**src/rtl/uart_line_buffer.sv**
```systemverilog
// rtl/uart_line_buffer.sv - UART byte line buffer that releases whole lines (newline, full, flush or idle timeout) to a host printer
module uart_line_buffer #(
    parameter int DEPTH   = 64,
    parameter int TIMEOUT = 1024
) (
    input  logic                    clock,
    input  logic                    reset,
    input  logic                    in_valid,
    input  logic [7:0]              in_ch,
    input  logic                    flush,
    output logic                    out_valid,
    output logic [7:0]              out_ch,
    output logic                    out_last,
    input  logic                    out_ready,
    output logic [15:0]             drop_cnt,
    output logic [$clog2(DEPTH):0]  level
);

    localparam int AW = $clog2(DEPTH);
    localparam int PW = AW + 1;
    localparam int TW = $clog2(TIMEOUT + 1);

    typedef logic [PW-1:0] ptr_t;

    ptr_t           wr_ptr_q, wr_ptr_d;
    ptr_t           rd_ptr_q, rd_ptr_d;
    ptr_t           cm_ptr_q, cm_ptr_d;
    logic [TW-1:0]  timer_q, timer_d;
    logic [15:0]    drop_cnt_q, drop_cnt_d;
    logic           armed_q, armed_d;

    logic [7:0]     mem_q [DEPTH];

    ptr_t           occupancy;
    ptr_t           committed;
    ptr_t           occ_next;
    logic           pop;
    logic           push;
    logic           drop;
    logic           full;
    logic           byte_valid;
    logic           pending;
    logic           timeout_hit;
    logic           commit;

    always_comb begin
        occupancy   = wr_ptr_q - rd_ptr_q;
        committed   = cm_ptr_q - rd_ptr_q;
        out_valid   = (committed != '0);
        out_last    = out_valid && (ptr_t'(rd_ptr_q + ptr_t'(1)) == cm_ptr_q);
        out_ch      = mem_q[rd_ptr_q[AW-1:0]];
        level       = occupancy;
        drop_cnt    = drop_cnt_q;

        pop         = out_valid && out_ready;
        // Bytes arriving in the first cycle after reset release are ignored.
        byte_valid  = in_valid && armed_q;
        full        = (occupancy == ptr_t'(DEPTH));
        push        = byte_valid && (!full || pop);
        drop        = byte_valid && full && !pop;

        wr_ptr_d    = wr_ptr_q + {{AW{1'b0}}, push};
        rd_ptr_d    = rd_ptr_q + {{AW{1'b0}}, pop};
        occ_next    = wr_ptr_d - rd_ptr_d;

        pending     = (wr_ptr_q != cm_ptr_q);
        timeout_hit = pending && !push && (timer_q == TW'(TIMEOUT - 1));

        // All commit causes land on the newest write pointer, so they merge
        // naturally and cm_ptr can never move backward.
        commit      = (push && (in_ch == 8'h0A))
                   || (push && (occ_next == ptr_t'(DEPTH)))
                   || flush
                   || timeout_hit;
        cm_ptr_d    = commit ? wr_ptr_d : cm_ptr_q;

        timer_d     = timer_q;
        if (push || commit || !pending) begin
            timer_d = '0;
        end else begin
            timer_d = timer_q + TW'(1);
        end

        drop_cnt_d  = drop_cnt_q;
        if (drop && (drop_cnt_q != 16'hFFFF)) begin
            drop_cnt_d = drop_cnt_q + 16'd1;
        end

        armed_d     = 1'b1;
    end

    always_ff @(posedge clock or negedge reset) begin
        if (!reset) begin
            wr_ptr_q   <= '0;
            rd_ptr_q   <= '0;
            cm_ptr_q   <= '0;
            timer_q    <= '0;
            drop_cnt_q <= '0;
            armed_q    <= 1'b0;
        end else begin
            wr_ptr_q   <= wr_ptr_d;
            rd_ptr_q   <= rd_ptr_d;
            cm_ptr_q   <= cm_ptr_d;
            timer_q    <= timer_d;
            drop_cnt_q <= drop_cnt_d;
            armed_q    <= armed_d;
        end
    end

    always_ff @(posedge clock) begin
        if (push) begin
            mem_q[wr_ptr_q[AW-1:0]] <= in_ch;
        end
    end

endmodule

```
**config.mk**
```make
export PLATFORM = sky130hd
export DESIGN_NAME = uart_line_buffer
export DESIGN_NICKNAME = d
export VERILOG_FILES = /design/src/rtl/uart_line_buffer.sv
export SDC_FILE = /design/constraint.sdc
export NUM_CORES = 1
export LEC_CHECK = 0
export ABC_AREA = 1
export ABC_CLOCK_PERIOD_IN_PS = 5800
export CAP_MARGIN = 15
export CORE_MARGIN = 1.5
export CORE_UTILIZATION = 45
export DETAILED_ROUTE_END_ITERATION = 10
export PLACE_DENSITY_LB_ADDON = 0.15
export RECOVER_POWER = 50
export SETUP_SLACK_MARGIN = 0.5
export SYNTH_ARGS = -nofsm -noshare
export SYNTH_HDL_FRONTEND = slang
export SYNTH_SLANG_ARGS = --single-unit
```
**constraint.sdc**
```tcl
create_clock -name clock -period 5.8 [get_ports clock]
set_input_delay 0.58 -clock clock [delete_from_list [all_inputs] [get_ports clock]]
set_output_delay 0.58 -clock clock [all_outputs]
set_load 0.01 [all_outputs]
```
# Yosys cells after proc, flatten, opt, wreduce, memory -nomap -nowiden
# Memories as Yosys holds them, arrays and structs flattened.
# Index checks and enable logic that the tools add are counted.
# totals
regBits,49
ram_bits,512
in_bits,13
wordCells,47
mem_count,1
# memory_table
memory,words,word_bits,rd,rd_ports_with_merged_regs,write_ports,line,rtl
mem_q,64,8,1,0,1,32,logic [7:0] mem_q [DEPTH];
# op_classes
n_addsub,8
n_eq_ne,7
mux,3
reduce_logical,22
# ops
op,n
$sub A7 B7 Y7,3
$add A16 B1 Y16 const B,1
$ne A16 B16 Y1 const B,1
$add A7 B1 Y7,2
$eq A7 B7 Y1 const B,2
$add A11 B1 Y11 const B,1
$eq A11 B10 Y1 const B,1
$logic_and A1 B1 Y1,11
$mux W11,1
$eq A8 B4 Y1 const B,1
$add A7 B1 Y7 const B,1
$eq A7 B7 Y1,1
$ne A7 B7 Y1,1
$reduce_bool A7 Y1,1
$logic_or A1 B1 Y1,6
$logic_not A1 Y1,4
$mux W1,2

# Logic depth before layout (Yosys ltp)
# depth
word_depth,15
ltp_mapped,35

# Least setup slack after synthesis
# No wires, ideal clock.
# synth_timing
path_kind,reg2reg
from,reg rd_ptr_q[1]
to,reg cm_ptr_q[6]
arrival_time_ps,4165
required_ps,5683
slack_ps,1519
stages_incl_launch_ff,31
n_path_buf,2
period_less_slack_ps,4281
path_cell_list,dfrtp_1 -> inv_1 -> clkbuf_1 -> clkbuf_1 -> fa_1 -> nor3_1 -> nand3_1 -> nor2_4 -> nand2_4 -> nand2_4 -> inv_4 -> ha_1 -> ha_1 -> nand3_1 -> nand2_1 -> o21ai_0 -> inv_1 -> ha_1 -> nand2_1 -> inv_1 -> o21ai_0 -> nand3_1 -> inv_1 -> nand3_1 -> nand2_1 -> nand4_1 -> nand2_1 -> nand2_4 -> nand2_4 -> nand2_1 -> nand2_1
# synth_between
elab_chain_cells,12
# synth_rtl
item,line,rtl
start: declaration,26,"ptr_t rd_ptr_q, rd_ptr_d;"
start signal: assignment,102,rd_ptr_q <= rd_ptr_d;
$sub A7 B7 Y7,47,occupancy = wr_ptr_q - rd_ptr_q;
via level[1],16,output logic [$clog2(DEPTH):0] level
$eq A7 B7 Y1,58,full = (occupancy == ptr_t'(DEPTH));
$logic_not A1 Y1,59,push = byte_valid && (!full || pop);
$logic_or A1 B1 Y1,59,
$logic_and A1 B1 Y1,59,
$add A7 B1 Y7,62,"wr_ptr_d = wr_ptr_q + {{AW{1'b0}}, push};"
via wr_ptr_d[4],25,"ptr_t wr_ptr_q, wr_ptr_d;"
$sub A7 B7 Y7,64,occ_next = wr_ptr_d - rd_ptr_d;
$eq A7 B7 Y1,72,|| (push && (occ_next == ptr_t'(DEPTH)))
$logic_and A1 B1 Y1,72,
$logic_or A1 B1 Y1,72,
$logic_or A1 B1 Y1,73,|| flush
$logic_or A1 B1 Y1,74,|| timeout_hit;
end signal: assignment,103,cm_ptr_q <= cm_ptr_d;
end: declaration,27,"ptr_t cm_ptr_q, cm_ptr_d;"
# The timed path passes the listed nets, and every way through them passes these cells.
# A chain may end at the register's enable or synchronous reset.

# Worst setup path after layout
# layout_timing
from,reg rd_ptr_q[5]
to,reg cm_ptr_q[0]
# layout_between
elab_chain_cells,12
# layout_rtl
item,line
"$sub A7 B7 Y7, on equally long branches","47, 48"
$eq A7 B7 Y1 / $reduce_bool A7 Y1 (equally long branches),"58, 49"
$logic_not A1 Y1 / $logic_and A1 B1 Y1 (equally long branches),"59, 55"
$logic_or A1 B1 Y1 *,59
$logic_and A1 B1 Y1 *,59
$add A7 B1 Y7 *,62
via wr_ptr_d[4],25
$sub A7 B7 Y7 *,64
$eq A7 B7 Y1 *,72
$logic_and A1 B1 Y1 *,72
$logic_or A1 B1 Y1 *,72
$logic_or A1 B1 Y1 *,73
$logic_or A1 B1 Y1 *,74
# Mark *: on every way through the listed nets, which the timed path passes. The rest lies on a longest branch.

==> summary.txt <==
Status
  – Status: complete, but fails checks
  – Failing checks: max-capacitance violations, max-slew violations

Worst setup path
  – Crit Path Class: reg -> reg
  – Critical path required time: between 6000 and 7000 ps
  – Critical path launch point type: flip-flop
  – Crit end category: flip-flop
  – Max stage delay on crit path: 670 ps
  – Slowest stage cell, crit path: dfrtp_1
  – Worst Path Arrival: 5520 ps
  – Critical path's most frequent cell: nand2_1
  – Critical path fanouts, max: 12

Floorplan
  – I/O pins: 46
  – Core area: 52,340 sq um
  – Die height: 232.8 um
  – Starting Density: 0.4539
  – Die width: 232.8 um
  – Row count: 84
  – Die area: 54,180 sq um

Cells and area
  – # diodes: 0
  – Fin util: 0.5091
  – # fillers: 4,595
  – Post-Layout Cell Count: 2,742
  – Final nets: 2,044
  – Area growth syn-to-layout: 12.17%
  – Layout cells sized above 1: 0.07449

Global routing
  – Initial antenna violation count: 1
  – First-pass GRT wire length: 95,700 um
  – Total grt overflow: 0
  – Aggregate global-route resource usage: 0.2372
  – Vias in the first global route: between 15,000 and 20,000
  – Pin count of the biggest net entering global routing: 129

Clock tree
  – CTS tree: built
  – CTS root buf: clkbuf_16
  – Post-cts repair resize count: 0
  – H-tree depth: 2
  – Deepest clock path buffer count: 3
  – TritonCTS Buffers: 58
  – Clock transition at path regs: 60 ps
  – Clock Latency Late Sink: 620 ps
  – CTS Hold Bufs: 0
  – Number of clock sinks: between 500 and 600
  – Setup bufs post-CTS: 0

Route
  – Wire per inst: 23.09 um
  – Drt total wl: between 60,000 and 70,000 um
  – Remaining routing DRC violations: 0
  – Post-route ant nets: 0
  – Via Count: ~16,000
  – Detailed Routing Iterations Pass 1: 6
  – Detailed router's first-iteration violation count: 1,715
  – Routed vias/inst: 5.737

Logic synthesis
  – Post-synth EDFFs: 512
  – Top FF cell, synth: edfxtp_1
  – Ys Warns: 0
  – Post-synth ARST share: 0.08734
  – Yosys reg bits: 561
  – Area of the mapped netlist: 23,760 sq um
  – Mapped Avg Cell Area: 12.03 sq um
  – Yosys cell types: 38
  – Post-Syn Nets: 2,014
  – Cells after Synth: 1,975
  – Seq/Total Area, Yosys: 0.6988

Run
  – MaxCap Viol Count: 12

Timing
  – Setup ws final: 778.7 ps
  – Max Fclk: 0.1992 GHz
  – RSZ-0062 raised after global routing: false
  – Setup violators final: 0
  – Count of final max-slew check failures: roughly 530
  – Max-Slew Margin vs Limit: -1.162
  – Final min period: 5021 ps
  – Crit share post-route: 0.8657
  – Fin Clk Skew: 12.32 ps
  – Fin. Hold Viols: 0
  – Actual slew at the worst max-slew pin: 3243 ps
  – Post-Route Setup TNS: 0 ps

Power and ir drop
  – Peak VDD IR: 0.0005494 V
  – Pleak: 9.053 nW
  – Power Dens Cells: just over 500 nW/um^2

Placement
  – Half-perimeter wire length after detailed placement: 37,040 um
  – GPL Wtd Cong: 0.8826
  – I/O Buffers: 45
  – Placed Cells: 2,633
  – Worst slack, placed: 870.7 ps

Hold path
  – Min-Delay Path Class: reg -> reg
## routing by layer
layer / up-vias / GRT usage / wire length (um)
met2: 539 / 0.3752 / 29520
li1: 7237 / - / -
met1: 7851 / 0.3323 / 27730
met4: 0 / 0.07056 / 1627
met3: 104 / 0.04694 / 4418
met5: - / 0 / 0
## where the power goes
part           total [mW]  leakage (nW)  internal, mW  switching (mW)
clock                3.60         0.879          2.07            1.53
combinational        5.10          2.94          1.59            3.51
sequential           4.76          5.23          4.57           0.193
## cells in the mapped netlist, drive strengths merged (3+ instances only)
cell type / number / share of area
nand3b: 4 / 0.0013
clkbuf: 87 / 0.014
o22ai: 75 / 0.020
nor2: 372 / 0.061
nor3: 4 / 0.00084
o211ai: 12 / 0.0038
clkinv: 3 / 0.00047
edfxtp: 512 / 0.65
buf: 23 / 0.0053
nor4: 4 / 0.0011
nand3: 89 / 0.019
xnor2: 10 / 0.0037
nand4: 42 / 0.016
nand2: 209 / 0.035
inv: 80 / 0.013
ha: 25 / 0.013
a21oi: 15 / 0.0032
dfrtp: 49 / 0.052
o21ai: 269 / 0.057
o221ai: 53 / 0.020
xor2: 33 / 0.012
## path summary, 6_finish.rpt
check                              end  slack, ps  cells past startpoint        start
min                        drop_cnt[8]        510                      1  drop_cnt[8]
max reg2reg                cm_ptr_q[0]        780                     33  rd_ptr_q[5]
max                        cm_ptr_q[0]        780                     33  rd_ptr_q[5]
min in group asynchronous  drop_cnt[3]        950                      2        reset
max in group asynchronous  rd_ptr_q[0]       2880                      2        reset
min reg2reg                drop_cnt[8]        510                      1  drop_cnt[8]
## critical path: cells and delay by family, from the launching register on
kind,cells,cell delay [ps]
buffers and inverters,5,770
flip-flops,1,670
AND/OR/NAND/NOR,22,2020
adder cells (fa/ha/maj),4,1260
AO/OA/AOI/OAI,2,170
## kinds of logic after synthesis
group	after synthesis	synth area share
other cells	1	0.0001579
simple gates	724	0.1343
compound gates	427	0.1042
buf+inv	193	0.03271
fa+ha+maj	26	0.01401
flops	561	0.6988
xor+xnor	43	0.01585
## state kept, by name, indices dropped and copies added (netlist names)
register / count
wr_ptr_q: 7
armed_q: 1
rd_ptr_q: 7
mem_q: 512
drop_cnt: 16
timer_q: 11
cm_ptr_q: 7
## through the flow
step           cell area (sq um)  total power, mW  hold slack [ps]
2_1_floorplan              23760            7.991            284.4
3_3_place_gp               24870            9.832            494.4
3_5_place_dp               24870            9.905            503.5
4_1_cts                    26690            13.48            73.24
5_1_grt                    26650            14.17            531.5
6_report                   26650            13.45            512.3
## layout by cell type, fill, tap and decap left out, types with 3 or more instances in the layout
cell             synthesis  routed
edfxtp_1               512     512
nor2_1                 355     354
o21ai_0                267     267
nand2_1                200     200
nand3_1                 87      87
o22ai_1                 75      75
inv_1                   73      71
clkbuf_16                0      61
o221ai_1                53      53
dfrtp_1                 49      46
clkbuf_1                87      35
nand4_1                 34      34
xor2_1                  33      33
ha_1                    25      25
clkdlybuf4s50_1          0      20
buf_4                    0      20
clkinv_1                 3      19
nor2_2                  15      16
dlygate4sd3_1            0      16
a21oi_1                 15      15
o211ai_1                12      12
xnor2_1                 10      10
nand4_4                  8       8
buf_2                   14       7
clkinv_2                 0       5
nand2_2                  5       5
inv_2                    4       4
nand3b_1                 4       4
nor3_1                   4       4
nand2_4                  4       4
nor4_1                   4       4
bufinv_16                0       3
## cell type report
cell class,instances,area [sq um],share of cell area
flip-flops and latches,561,16610,0.6234
multi-input cells,1221,6380,0.2394
clock buffers,83,1629,0.06114
well taps,688,860.8,0.03231
repair buffers,80,641.9,0.02409
inverters,83,334.1,0.01254
clock inverters,26,190.2,0.007137
Note: power is estimated with default switching activity, not from simulation.
